[config.mk]
export PLATFORM = sky130hd
export DESIGN_NAME = div_clk_monitor
export DESIGN_NICKNAME = d
export VERILOG_FILES = /design/src/rtl/div_mon_pkg.sv /design/src/rtl/sync_edge_det.sv /design/src/rtl/div_clk_monitor.sv
export SDC_FILE = /design/constraint.sdc
export NUM_CORES = 1
export LEC_CHECK = 0
export BUFFER_PORTS_ARGS = -buffer_cell sky130_fd_sc_hd__buf_2
export CAP_MARGIN = 20
export CORE_UTILIZATION = 58
export DETAILED_ROUTE_END_ITERATION = 8
export PLACE_DENSITY = 0.8
export SLEW_MARGIN = 0
export SYNTH_ARGS = -nofsm -noshare
export SYNTH_HDL_FRONTEND = slang
export SYNTH_SLANG_ARGS = --single-unit
export TNS_END_PERCENT = 20
[constraint.sdc]
create_clock -name cki -period 2.62 [get_ports cki]
set_input_delay 0.131 -clock cki [delete_from_list [all_inputs] [get_ports cki]]
set_output_delay 0.131 -clock cki [all_outputs]
set_load 0.1 [all_outputs]
[src/rtl/div_mon_pkg.sv]
// Shared types and sizing helpers for the divided-clock monitor.
package div_mon_pkg;
  typedef enum logic [1:0] {IDLE = 2'd0, ACQ = 2'd1, LOCK = 2'd2} mon_state_t;

  localparam int ERR_CNT_W = 16;

  // Counter width: large enough for TMO+1 = 4*ndiv+1
  function automatic int cnt_w(input int ndiv);
    return $clog2(4 * ndiv + 1) + 1;
  endfunction
endpackage

[src/rtl/sync_edge_det.sv]
// Two-flop synchronizer for ckd followed by a rising-edge detect flop.
module sync_edge_det (
  input  logic cki,
  input  logic rst,
  input  logic ckd,
  output logic s,
  output logic rise
);
  logic meta, s_d;

  always_ff @(posedge cki or posedge rst) begin
    if (rst) begin
      meta <= 1'b0;
      s    <= 1'b0;
      s_d  <= 1'b0;
    end else begin
      meta <= ckd;
      s    <= meta;
      s_d  <= s;
    end
  end

  assign rise = s & ~s_d;
endmodule

[src/rtl/div_clk_monitor.sv]
// Measures period/high time of ckd in cki cycles, tracks lock against Ndiv,
// and reports bad periods and stuck-clock timeouts.
module div_clk_monitor
  import div_mon_pkg::*;
#(
  parameter  int Ndiv    = 2,
  parameter  int Nlock   = 4,
  parameter  int Nunlock = 2,
  parameter  int Ntol    = 0,
  localparam int Nw      = cnt_w(Ndiv)
) (
  input  logic                 cki,
  input  logic                 rst,
  input  logic                 ckd,
  output logic [Nw-1:0]        period,
  output logic [Nw-1:0]        high_time,
  output logic                 period_vld,
  output logic                 locked,
  output logic                 err,
  output logic [ERR_CNT_W-1:0] err_cnt
);
  localparam logic [Nw-1:0] TMO      = Nw'(4 * Ndiv);
  localparam logic [Nw-1:0] TMO_M1   = Nw'(4 * Ndiv - 1);
  localparam logic [Nw-1:0] HIGH_EXP = Nw'(Ndiv - (Ndiv >> 1));
  localparam int PLO = (Ndiv > Ntol) ? Ndiv - Ntol : 0;
  localparam int PHI = Ndiv + Ntol;
  localparam int MW  = $clog2(Nlock + 1);
  localparam int SW  = $clog2(Nunlock + 1);

  logic          s, rise;
  logic [Nw-1:0] cntr, hcnt, per1;
  int            per_i;
  logic          good, bad, tmo;
  mon_state_t    st, nxt;
  logic [MW-1:0] mcnt, mcnt_n;
  logic [SW-1:0] miss, miss_n;

  sync_edge_det u_sync (.cki(cki), .rst(rst), .ckd(ckd), .s(s), .rise(rise));

  assign per1  = cntr + 1'b1;
  assign per_i = int'(per1);
  assign good  = (per_i >= PLO) && (per_i <= PHI) && (hcnt == HIGH_EXP);

  always_comb begin
    nxt    = st;
    mcnt_n = mcnt;
    miss_n = miss;
    bad    = 1'b0;
    tmo    = 1'b0;
    case (st)
      IDLE: if (rise) begin
        nxt    = ACQ;
        mcnt_n = '0;
      end
      ACQ: if (rise) begin
        if (good) begin
          mcnt_n = mcnt + 1'b1;
          if (mcnt == MW'(Nlock - 1)) begin
            nxt    = LOCK;
            miss_n = '0;
          end
        end else begin
          mcnt_n = '0;
          bad    = 1'b1;
        end
      end else if (cntr == TMO_M1) begin
        nxt = IDLE;
        tmo = 1'b1;
      end
      LOCK: if (rise) begin
        if (good) miss_n = '0;
        else begin
          bad    = 1'b1;
          miss_n = miss + 1'b1;
          if (miss == SW'(Nunlock - 1)) begin
            nxt    = ACQ;
            mcnt_n = '0;
          end
        end
      end else if (cntr == TMO_M1) begin
        nxt = IDLE;
        tmo = 1'b1;
      end
      default: nxt = IDLE;
    endcase
  end

  always_ff @(posedge cki or posedge rst) begin
    if (rst) begin
      st         <= IDLE;
      mcnt       <= '0;
      miss       <= '0;
      cntr       <= '0;
      hcnt       <= '0;
      period     <= '0;
      high_time  <= '0;
      period_vld <= 1'b0;
      locked     <= 1'b0;
      err        <= 1'b0;
      err_cnt    <= '0;
    end else begin
      st   <= nxt;
      mcnt <= mcnt_n;
      miss <= miss_n;
      if (rise) begin
        cntr <= '0;
        hcnt <= Nw'(1);
      end else begin
        if (cntr != TMO) cntr <= cntr + 1'b1;
        if (s && hcnt != TMO) hcnt <= hcnt + 1'b1;
      end
      // The first rise after IDLE only arms; no measurement is reported
      period_vld <= rise && (st != IDLE);
      if (rise && st != IDLE) begin
        period    <= per1;
        high_time <= hcnt;
      end
      locked <= (nxt == LOCK);
      err    <= bad | tmo;
      if ((bad | tmo) && err_cnt != '1) err_cnt <= err_cnt + 1'b1;
    end
  end
endmodule

==> results.txt <==
----------------------------------------------------
[Worst setup path]
  Worst reg2reg startpoint ... cntr[1]$_DFFE_PP0P_
  Startpoint type of the worst setup path ... flop
  Endpoint arrival time on the critical path ... 2.57 ns
  Setup CP Type ... flop to flop
  Endpoint of the most critical register-to-register path ... mcnt[0]$_DFFE_PP0P_
  Critical path capture point type ... flop
  Reg2reg setup slack ... 0.24 ns
  Depth of the worst register-to-register path ... 7
  Req. time, crit path ... 2.82 ns
  Largest fanout on the critical path ... 7

[Yosys]
  Average instance area after synthesis ... 10.3 µm²
  Sequential area share after synthesis ... 0.465
  Netlist Area Pre-Place ... 2640 µm²
  Post-synthesis sequential element count ... 49
  Synth top cells by count ... sky130_fd_sc_hd__dfrtp_1 (49), sky130_fd_sc_hd__nand2_1 (19), sky130_fd_sc_hd__nand3_1 (17), sky130_fd_sc_hd__nor2_1 (17), sky130_fd_sc_hd__xor2_1 (17)
  Cell type with the largest total area after synthesis ... sky130_fd_sc_hd__dfrtp_1
  Commonest register cell after synthesis ... sky130_fd_sc_hd__dfrtp_1
  Count of flip-flops with a built-in enable after synthesis ... 0
  Total of warnings raised by yosys ... 0
  Cells after Synth ... 255
  Fraction of synthesized cell area taken by the top area cell type ... 0.465
  Most area-consuming cells after synthesis ... sky130_fd_sc_hd__dfrtp_1 (47%), sky130_fd_sc_hd__ha_1 (7.1%), sky130_fd_sc_hd__xor2_1 (5.7%), sky130_fd_sc_hd__mux2_2 (3.8%), sky130_fd_sc_hd__nand3_1 (3.2%)
  Number of nets produced by synthesis ... 273
  Count of different cell masters after synthesis ... 51
  Share of flip-flops with an asynchronous set or reset ... 1.00
  Most frequently used cell type in the post-synthesis netlist ... sky130_fd_sc_hd__dfrtp_1

[Placement]
  Dpl cell area ... 2830 µm²
  Final weighted congestion of routability-driven global placement ... 0.881
  Total of buffers placed on input and output ports ... 31
  Placed wire-length estimate after detailed placement ... 3640 µm

[STA]
  Worst setup skew after layout ... 0.00625 ns
  Final number of max-transition violations ... 0
  Worst-Margin Slew ... 0.703 ns
  Maximum achievable frequency ... 421 MHz
  Aggregate negative setup slack ... 0 ns
  Final hold vios ... 0
  Setup Viol. Count Final ... 0
  Post-route minimum period ... 2.38 ns
  Worst slew margin relative to its limit ... 0.525
  Final-layout worst hold slack ... 0.355 ns
  RSZ-0062 raised after global routing ... false
  Ratio of final minimum period to clock period ... 0.907

[Detailed routing]
  Total Wirelength ... 5160 µm
  DRC violation total after the first TritonRoute iteration ... 120
  Residual antenna-violating net count after detailed routing ... 0
  Average wire per cell in the routed design ... 15.0 µm
  Drt first pass iters ... 4
  Total number of vias ... 2018
  # DRC ... 0
  Average via count per standard cell ... 5.88

[Layout]
  Syn-to-layout area delta ... 12.1%
  Layout cells sized above 1 ... 0.210
  Number of antenna cells inserted ... 0
  Final instance area ... 2950 µm²
  Final layout net count ... 308

[Floorplan]
  X dimension of the die ... 69.4 µm
  Die Ht ... 69.4 µm
  Core outline area ... 4350 µm²
  Standard-cell row count ... 24
  Die Outline Area ... 4820 µm²
  Initial Util ... 0.605
  Total I/O pin count ... 32

[Clocking]
  Buffer depth of the longest clock path ... 2
  Root Buffer ... sky130_fd_sc_hd__clkbuf_8
  H-tree depth reported by CTS ... 2
  Cts bufs inserted ... 5
  Post-CTS resize count ... 0
  Clock-pin slew on the worst setup and hold paths ... 0.09 ns
  Sinks on Clock Net ... 49
  Clock tree from TritonCTS ... yes
  Clock latency on the worst-skew pair ... 0.30 ns

[Global routing]
  Initial antenna violation count ... 0
  Overall global routing resource usage ... 0.227
  Overflow left after global routing ... 0
  Number of global-route vias before repair ... 1918
  Wire length of the first global-routing pass ... 8740 µm
  Pin count of the biggest net entering global routing ... 50

[Pwr]
  Power Dens Cells ... 1090 nW/µm²
  Leak Pwr ... 1.41 nW
  Largest voltage drop on the vdd net ... 0.975 mV

[Min path]
  Hold EP ... u_sync.s$_DFF_PP0_
  Hold Crit Start ... u_sync.meta$_DFF_PP0_
  Number of cells on the worst hold path ... 0
  Class of the tightest hold or removal check ... flop to flop

[Outcome]
  Outcome ... complete, no violations

[Job]
  Max-cap violations ... 0

----------------------------------------------------
==> where the power goes <==
group          internal, mW  switching, mW  total (mW)
Clock                 0.185          0.242       0.427
Combinational         0.400           1.29        1.69
Sequential            0.931          0.185        1.12
==> flip-flops by register name, indices dropped and copies added (netlist names), 2 cells and up <==
signal,cells
cntr,5
err_cnt,16
hcnt,5
high_time,5
mcnt,3
miss,2
period,5
st,2
==> worst max path at each step <==
stage,startpoint,to,cells after the start
2_1_floorplan,err_cnt[5]$_DFFE_PP0P_,err_cnt[5]$_DFFE_PP0P_,6
3_3_place_gp,cntr[1]$_DFFE_PP0P_,mcnt[0]$_DFFE_PP0P_,7
3_5_place_dp,cntr[1]$_DFFE_PP0P_,mcnt[0]$_DFFE_PP0P_,7
4_1_cts,cntr[1]$_DFFE_PP0P_,mcnt[0]$_DFFE_PP0P_,7
5_1_grt,cntr[1]$_DFFE_PP0P_,mcnt[0]$_DFFE_PP0P_,7
6_report,cntr[1]$_DFFE_PP0P_,mcnt[0]$_DFFE_PP0P_,7
==> final cells by class <==
cell class,count,area [µm²]
inverters,14,52.6
repair buffers,38,225
clock buffers,6,72.6
well taps,52,65.1
multi-input cells,182,1300
clock inverters,2,10.0
fillers,349,1400
flip-flops and latches,49,1230
==> stage by stage <==
stage | worst slack, ns | std cells | total power [mW] | utilization
3_3_place_gp | 0.479 | 332 | 2.76 | 0.650
5_1_grt | 0.170 | 343 | 3.40 | 0.678
2_1_floorplan | 0.187 | 255 | 2.51 | -
3_5_place_dp | 0.301 | 332 | 2.80 | 0.650
6_report | 0.243 | 343 | 3.23 | 0.678
4_1_cts | 0.292 | 341 | 3.24 | 0.672
==> metal layers <==
layer	global-route usage	part of all wire	vias up
met3	0.0378	0.027	6
met2	0.372	0.49	38
met5	0	0	-
li1	-	-	975
met4	0.0907	0.012	0
met1	0.299	0.47	999
==> kinds of logic (layout without fill, tap and decap cells) <==
| group | count (synthesis) | in the layout | share of synthesized area |
|---|---|---|---|
| AND/OR/NAND/NOR | 95 | 95 | 0.202 |
| flip-flops | 49 | 49 | 0.465 |
| AO/OA/AOI/OAI | 40 | 40 | 0.106 |
| buffers and inverters | 24 | 60 | 0.0404 |
| XOR/XNOR | 22 | 22 | 0.0731 |
| adder cells (fa/ha/maj) | 15 | 15 | 0.0712 |
| multiplexers | 10 | 10 | 0.0423 |
==> repair_timing <==
action	4_1_cts	5_1_grt
hold endpoints to repair	1	21
hold buffers	1	1
setup buffers	0	0
==> cell usage in the layout (no fill, tap or decap), drive strengths merged, types with 3 or more instances in the layout <==
master / instances
a21oi: 8
a32o: 3
and3: 3
buf: 36
clkbuf: 6
dfrtp: 49
ha: 15
inv: 14
mux2: 9
nand2: 19
nand3: 17
nand4: 5
nor2: 17
nor3: 10
nor4: 6
nor4b: 4
o21ai: 9
o22ai: 3
xnor2: 5
xor2: 17
==> critical path: stages, from the launching register on <==
cell and delay (ns):
sky130_fd_sc_hd__dfrtp_1 0.44, sky130_fd_sc_hd__inv_1 0.11, sky130_fd_sc_hd__ha_1 0.14, sky130_fd_sc_hd__nor4b_1 0.43, sky130_fd_sc_hd__nand2_1 0.30, sky130_fd_sc_hd__a22oi_1 0.31
sky130_fd_sc_hd__and2_1 0.22, sky130_fd_sc_hd__mux2_2 0.34
(Power assumes the default switching activity.)
